[src/rtl/uart_rx.sv]
// uart_rx: oversampling UART receiver.
// CLK runs at PRESCALE times the bit rate. A frame is a start bit, DATA_WIDTH
// data bits (LSB first), an optional parity bit and a stop bit. Each bit is
// decided by a 3-sample majority vote taken around the bit centre, so a single
// corrupted sample does not change the result.
//
// Output protocol: DATA_VALID is a one-cycle pulse with no ready/backpressure.
// P_DATA changes only in the cycle DATA_VALID is high and otherwise holds the
// last good word. PAR_ERR and STP_ERR describe the most recent frame and stay
// set until the next start bit is detected.
module uart_rx #(
  parameter int DATA_WIDTH = 8,
  parameter int PRESCALE_W = 6
) (
  input  logic                  CLK,
  input  logic                  RST,
  input  logic                  RX_IN,
  input  logic                  PAR_EN,
  input  logic                  PAR_TYP,
  input  logic [PRESCALE_W-1:0] PRESCALE,
  output logic [DATA_WIDTH-1:0] P_DATA,
  output logic                  DATA_VALID,
  output logic                  PAR_ERR,
  output logic                  STP_ERR,
  output logic [2:0]            dbg_state_o
);

  localparam int BW = (DATA_WIDTH > 1) ? $clog2(DATA_WIDTH) : 1;
  localparam logic [BW-1:0]         LAST_BIT = BW'(DATA_WIDTH - 1);
  localparam logic [PRESCALE_W-1:0] ONE      = PRESCALE_W'(1);

  typedef enum logic [2:0] {
    S_IDLE   = 3'd0,
    S_START  = 3'd1,
    S_DATA   = 3'd2,
    S_PARITY = 3'd3,
    S_STOP   = 3'd4
  } state_t;

  state_t                  state_q;
  logic                    sync1_q;
  logic                    sync2_q;
  logic [PRESCALE_W-1:0]   edge_q;
  logic [BW-1:0]           bit_q;
  logic [PRESCALE_W-1:0]   presc_q;
  logic                    par_en_q;
  logic                    par_typ_q;
  logic                    samp0_q;
  logic                    samp1_q;
  logic [DATA_WIDTH-1:0]   shift_q;
  logic [DATA_WIDTH-1:0]   p_data_q;
  logic                    valid_q;
  logic                    par_err_q;
  logic                    stp_err_q;

  logic                    rx_s;
  logic [PRESCALE_W-1:0]   half_d;
  logic                    at_lo;
  logic                    at_mid;
  logic                    at_hi;
  logic                    at_last;
  logic                    vote;
  logic                    exp_par;
  logic [PRESCALE_W-1:0]   edge_inc_d;

  assign rx_s = sync2_q;

  // Sample-point decode relative to the prescale latched at start detection,
  // plus the majority vote formed from the two earlier samples and the current one.
  always_comb begin
    half_d     = presc_q >> 1;
    at_lo      = (edge_q == (half_d - ONE));
    at_mid     = (edge_q == half_d);
    at_hi      = (edge_q == (half_d + ONE));
    at_last    = (edge_q == (presc_q - ONE));
    vote       = (samp0_q & samp1_q) | (samp0_q & rx_s) | (samp1_q & rx_s);
    exp_par    = (^shift_q) ^ par_typ_q;
    edge_inc_d = edge_q + ONE;
  end

  // Frame FSM with synchronizer, counters, sample capture and registered outputs.
  always_ff @(posedge CLK or posedge RST) begin
    if (RST) begin
      state_q   <= S_IDLE;
      sync1_q   <= 1'b1;
      sync2_q   <= 1'b1;
      edge_q    <= '0;
      bit_q     <= '0;
      presc_q   <= '0;
      par_en_q  <= 1'b0;
      par_typ_q <= 1'b0;
      samp0_q   <= 1'b1;
      samp1_q   <= 1'b1;
      shift_q   <= '0;
      p_data_q  <= '0;
      valid_q   <= 1'b0;
      par_err_q <= 1'b0;
      stp_err_q <= 1'b0;
    end else begin
      sync1_q <= RX_IN;
      sync2_q <= sync1_q;
      valid_q <= 1'b0;

      if (state_q != S_IDLE) begin
        if (at_lo)  samp0_q <= rx_s;
        if (at_mid) samp1_q <= rx_s;
      end

      case (state_q)
        S_IDLE: begin
          edge_q <= '0;
          bit_q  <= '0;
          if (!rx_s) begin
            // This cycle is edge 0 of the start bit; frame options are frozen here.
            state_q   <= S_START;
            edge_q    <= ONE;
            presc_q   <= PRESCALE;
            par_en_q  <= PAR_EN;
            par_typ_q <= PAR_TYP;
            par_err_q <= 1'b0;
            stp_err_q <= 1'b0;
          end
        end

        S_START: begin
          if (at_hi && vote) begin
            // Start bit did not hold low through its centre: treat as a glitch.
            state_q <= S_IDLE;
            edge_q  <= '0;
          end else if (at_last) begin
            state_q <= S_DATA;
            edge_q  <= '0;
          end else begin
            edge_q <= edge_inc_d;
          end
        end

        S_DATA: begin
          if (at_hi) shift_q[bit_q] <= vote;
          if (at_last) begin
            edge_q <= '0;
            if (bit_q == LAST_BIT) begin
              bit_q   <= '0;
              state_q <= par_en_q ? S_PARITY : S_STOP;
            end else begin
              bit_q <= bit_q + 1'b1;
            end
          end else begin
            edge_q <= edge_inc_d;
          end
        end

        S_PARITY: begin
          if (at_hi && (vote != exp_par)) par_err_q <= 1'b1;
          if (at_last) begin
            state_q <= S_STOP;
            edge_q  <= '0;
          end else begin
            edge_q <= edge_inc_d;
          end
        end

        S_STOP: begin
          // The stop bit ends at its decision point; the counter is allowed to
          // wrap freely so an odd prescale cannot skip the decision and stall.
          if (at_hi) begin
            state_q   <= S_IDLE;
            edge_q    <= '0;
            stp_err_q <= ~vote;
            if (!par_err_q && vote) begin
              p_data_q <= shift_q;
              valid_q  <= 1'b1;
            end
          end else begin
            edge_q <= edge_inc_d;
          end
        end

        default: begin
          state_q <= S_IDLE;
          edge_q  <= '0;
        end
      endcase
    end
  end

  assign P_DATA      = p_data_q;
  assign DATA_VALID  = valid_q;
  assign PAR_ERR     = par_err_q;
  assign STP_ERR     = stp_err_q;
  assign dbg_state_o = state_q;

endmodule

[config.mk]
export PLATFORM = sky130hd
export DESIGN_NAME = uart_rx
export DESIGN_NICKNAME = d
export VERILOG_FILES = /design/src/rtl/uart_rx.sv
export SDC_FILE = /design/constraint.sdc
export NUM_CORES = 1
export LEC_CHECK = 0
export BUFFER_PORTS_ARGS = -buffer_cell sky130_fd_sc_hd__clkbuf_2
export CAP_MARGIN = 15
export CORE_ASPECT_RATIO = 0.6
export CORE_MARGIN = 2
export CORE_UTILIZATION = 35
export CTS_BUF_LIST = sky130_fd_sc_hd__clkbuf_8
export DETAILED_ROUTE_END_ITERATION = 12
export RECOVER_POWER = 100
export SYNTH_ARGS = -nofsm -noshare
export SYNTH_HDL_FRONTEND = slang
export SYNTH_SLANG_ARGS = --single-unit
[constraint.sdc]
create_clock -name CLK -period 3.3 [get_ports CLK]
set_clock_uncertainty 0.15 [all_clocks]
set_input_delay 0.66 -clock CLK [delete_from_list [all_inputs] [get_ports CLK]]
set_output_delay 0.66 -clock CLK [all_outputs]
set_load 0.03 [all_outputs]
* Yosys cells after proc, flatten, opt, wreduce, memory -nomap -nowiden *
Cells that the tools add are included.

word-level totals
  flip-flop bits (word level) = 43

cells by class
  bitwise logic cells = 8
  reductions and logical operators = 21
  eq/ne operators = 17
  $add $sub $neg = 5
  magnitude comparators = 2
  multiplexer cells = 28

operators by type and width
  operator                                                               number
  3-bit 2-to-1 mux                                                       10
  6-bit one-hot mux with 4 select lines                                  1
  6-bit equality test                                                    3
  6-bit 2-to-1 mux                                                       3
  3-bit one-hot mux with 5 select lines                                  1
  2-bit != test, second input constant                                   6
  2-bit AND reduction                                                    5
  3-bit AND reduction                                                    3
  8-bit bitwise mux                                                      1
  1-bit 2-to-1 mux                                                       8
  8-bit parity                                                           1
  5-bit by 1-bit adder with 6-bit output, second input constant          1
  6-bit by 1-bit adder with 6-bit output, second input constant          1
  3-bit by 2-bit equality test with 1-bit output, second input constant  2
  3-bit equality test, second input constant                             2
  6-bit by 5-bit equality test with 1-bit output                         1
  3-bit one-hot mux with 2 select lines                                  1
  6-bit AND reduction                                                    1
  2-bit nonzero test                                                     3
  5-bit by 1-bit subtractor with 6-bit output, second input constant     1
  6-bit by 1-bit subtractor with 6-bit output, second input constant     1
  1-bit logical AND                                                      4
  3-bit by 4-bit < comparator with 1-bit output, second input constant   1
  1-bit one-hot mux with 2 select lines                                  2
  14 further kinds                                                       18

* Logic depth before layout (Yosys ltp) *
  depth in word-level cells = 7
  depth in mapped cells = 9
  mapped depth without buffers = 8

* Worst setup path before layout *
No wires, ideal clock.

  path kind = reg2reg
  start = reg presc_q[2]
  end = reg p_data_q[0] (netlist: P_DATA[0])
  setup slack = 597 ps
  path buffers = 1
  setup time = 125 ps
  stages on the path, launching flop included = 9
  data arrival time = 2429 ps
  clock period less this slack = 2703 ps
  path through = dfrtp_1 > clkbuf_1 > inv_1 > ha_1 > xor2_1 > a2111oi_4 > o2111ai_2 > nor4_4 > mux2_2

on the way
  longest elaborated chain between the ends = 3

ends and longest elaborated chain
  element                                 line  text
  from (decl)                             45    logic [PRESCALE_W-1:0] presc_q;
  from (signal assigned)                  89    presc_q <= '0;
  from (signal assigned)                  117   presc_q <= PRESCALE;
  5-bit by 1-bit adder with 6-bit output  74    at_hi = (edge_q == (half_d + ONE));
  6-bit equality test                     74
  3-bit AND reduction (no source line)    n/a
  to (signal assigned)                    171   p_data_q <= shift_q;
  to (decl)                               51    logic [DATA_WIDTH-1:0] p_data_q;

No other way between the ends.
A chain may end at the register's enable or synchronous reset.

* Final worst setup path *
  start = reg presc_q[1]
  end = reg state_q[0] (netlist: dbg_state_o[0])

on the way
  longest elaborated chain between the ends = 5

ends and longest elaborated chain
  element                                                                                        line  text
  5-bit by 1-bit adder with 6-bit output                                                         74
  6-bit equality test                                                                            74
  1-bit logical AND                                                                              126   if (at_hi && vote) begin
  3-bit != test (no source line) or 3-bit 2-to-1 mux (tied branches)                             n/a
  6-bit AND reduction (no source line) or 3-bit one-hot mux with 5 select lines (tied branches)  n/a
  to (signal assigned)                                                                           144   state_q <= par_en_q ? S_PARITY : S_STOP;
  to (decl)                                                                                      40    state_t state_q;

Several ways; a longest one is shown, not always the timed one.

==> reports/qor.csv <==
metric;value;unit
cp-start-kind;register;
grt_usage;15.0;%
ir_drop;319;µV
fin_cells;350;
drive_gt1_share;20.9;%
postCtsSetupRepairBufs;0;
detail-route-antenna-nets;0;
drc;2;
grt-ovfl-total;0;
avgViaCountPerCell;5.25;
die_w;113;µm
drt_iter0_drc;76;
ys_async_sr_fraction;100;%
rsz0062_at_grt;no;
relSlewSlack;23.2;%
num_io_pins;25;
die_h;69.5;µm
cp_data_arrival_time;2.93;ns
setup.worst_path.class;register to register;
grt_pass1_wl;9.35;mm
grt_max_degree;24;
final_net_count;280;
synthAdderAreaFrac;3.50;%
synth.cell_area;2500;µm²
min_period;2.90;ns
synthCells;236;
synth_mux_area_share;10.8;%
num_rows;23;
routed_wl;5.50;mm
synth-simple-area-share;14.8;%
setup_slack;0.403;ns
p_leak;1.23;nW
status;finished, violations left;
dr.pass1.iters;8;
setup_tns;0;ns
start_util;36.8;%
syn_nets;254;
crit_path_end_kind;register;
synth_top_family_by_area;simple AND/OR/NAND/NOR gates;
clkLatencyLatePin;0.30;ns
place_inst;342;
synth_edf_count;0;
violations;design-rule violations;
cp.required;3.34;ns
final_core_util;41.3;%
clockBufferDepth;2;
max_freq;0.345;GHz
root_buffer;clkbuf_8;
cts-htree-levels;2;
synth_cell_types;50;
holdPathStages;0;
dp_hpwl;4.24;mm
num_vias;1836;
cap_violations;0;
ctsResizeCount;0;
synthXorXnorAreaFrac;10.9;%
r2r_cells;9;
wl_per_cell;15.7;µm
yosys_warnings;0;
seq_area_frac_synth;43.2;%
synth_ff_type;dfrtp_1;
synth_compound_area_share;12.9;%
numCtsBuffers;5;
area_growth;12.2;%
die_area;7860;µm²
port_buffers;24;
cts_tree;done;
p_per_area;802;nW/µm²
diodes;0;
finalCritPeriodShare;87.8;%
r2r_start;presc_q[1];
cts_hold_buf;0;
synth_seq_cells;43;
pre_cts_ws;0.408;ns
final_max_slew_viol_count;0;
crit_start;presc_q[1];
reg2reg_slack;0.40;ns
antenna_found_initial;0;
hold_path_startpoint;sync1_q;
hold_viol_final;0;
hp-class;register to register;
whs;0.209;ns
numClockSinks;43;
core_area;6790;µm²
clk_pin_slew_worst_paths;0.09;ns
synth_area_per_cell;10.6;µm²
worstMarginPinSlew;1.15;ns
setup_viol_count_final;0;
crit_fanout;9;
grt_pass1_vias;1803;
gp_congestion;0.890;
-- synthesized netlist by cell type, types with 3 or more instances --
master	instances	area share [%]
clkbuf_1	9	1.4
dfstp_2	4	4.2
nor2_1	13	2.0
o21a_1	3	0.90
nand4b_1	4	1.4
o21ai_0	9	1.8
nand3_1	4	0.80
xor2_1	13	4.6
nor3_1	13	2.6
buf_2	3	0.60
a21o_1	3	0.90
mux2_2	24	11
xnor2_1	18	6.3
nand4_1	5	1.3
nand2_1	10	1.5
a22o_1	3	1.1
a21oi_1	4	0.80
dfrtp_1	39	39
inv_1	10	1.5
ha_1	7	3.5
-- area by class of cell --
cell class	count	area, µm²
repair buffers	33	155
flip-flops and latches	43	1080
clock buffers	5	68.8
clock inverters	3	43.8
multi-input cells	169	1310
well taps	87	109
inverters	10	37.5
fillers	695	3990
-- final timing paths --
check | to
hold / removal | rx_s
hold reg to reg | rx_s
setup reg to reg | dbg_state_o[0]
max in group asynchronous | P_DATA[6]
setup / recovery | dbg_state_o[0]
min in group asynchronous | P_DATA[0]
-- routing by layer --
metal	part of all wire, %	GRT usage, %
met3	7.3	3.76
met1	57	25.0
met4	0.60	2.03
met5	0	0
met2	35	19.3
-- layout by cell type (no fill, tap or decap), drive strengths merged, types with 2 or more instances in the layout --
| cell | count |
|---|---|
| mux2 | 24 |
| buf | 5 |
| a22o | 3 |
| xnor2 | 18 |
| o21ai | 10 |
| nor2b | 2 |
| clkinv | 3 |
| or2 | 2 |
| a21o | 3 |
| nor3 | 13 |
| dfrtp | 39 |
| o2111ai | 3 |
| o21a | 3 |
| a41oi | 2 |
| dfstp | 4 |
| o31a | 2 |
| a21oi | 4 |
| ha | 7 |
| or3 | 2 |
| nand2 | 11 |
| nor2 | 13 |
| and2 | 2 |
| clkbuf | 33 |
| nand4b | 4 |
| a2111oi | 2 |
| nand2b | 2 |
| nand3 | 4 |
| xor2 | 13 |
| nor4 | 3 |
| nand4 | 5 |
| inv | 9 |
-- worst max-delay path, stage by stage (launching register included) --
cell and delay, ns:
dfrtp_1 0.46, inv_1 0.17, ha_1 0.27, a21boi_0 0.31
nand2_1 0.11, xnor2_1 0.14, nor4_1 0.33, clkbuf_1 0.37
a211o_1 0.16, mux2_2 0.32
-- through the flow --
| stage | power [mW] | area (µm²) |
|---|---|---|
| global route | 2.43 | 2810 |
| CTS | 2.30 | 2850 |
| floorplan | 1.61 | 2500 |
| finish | 2.25 | 2810 |
| detailed placement | 1.87 | 2740 |
| global placement | 1.86 | 2740 |
-- flip-flops by register name, summed over array words and instances, names as in the netlist, 3 cells and up --
signal / count
presc_q: 6
edge_q: 6
P_DATA: 8
dbg_state_o: 3
shift_q: 8
bit_q: 3
-- power breakdown --
part / leakage (nW) / switching, mW / internal (mW)
Combinational: 0.604 / 0.596 / 0.440
Clock: 0.0581 / 0.193 / 0.226
Sequential: 0.566 / 0.164 / 0.632
Total: 1.23 / 0.953 / 1.30
-- cells by family (layout without fill, tap and decap cells) --
group / count (synthesis) / count (layout)
buffers and inverters: 24 / 51
AO/OA/AOI/OAI: 41 / 41
flip-flops: 43 / 43
multiplexers: 24 / 24
AND/OR/NAND/NOR: 66 / 66
XOR/XNOR: 31 / 31
adder cells (fa/ha/maj): 7 / 7
Note: power is estimated with default switching activity, not from simulation.
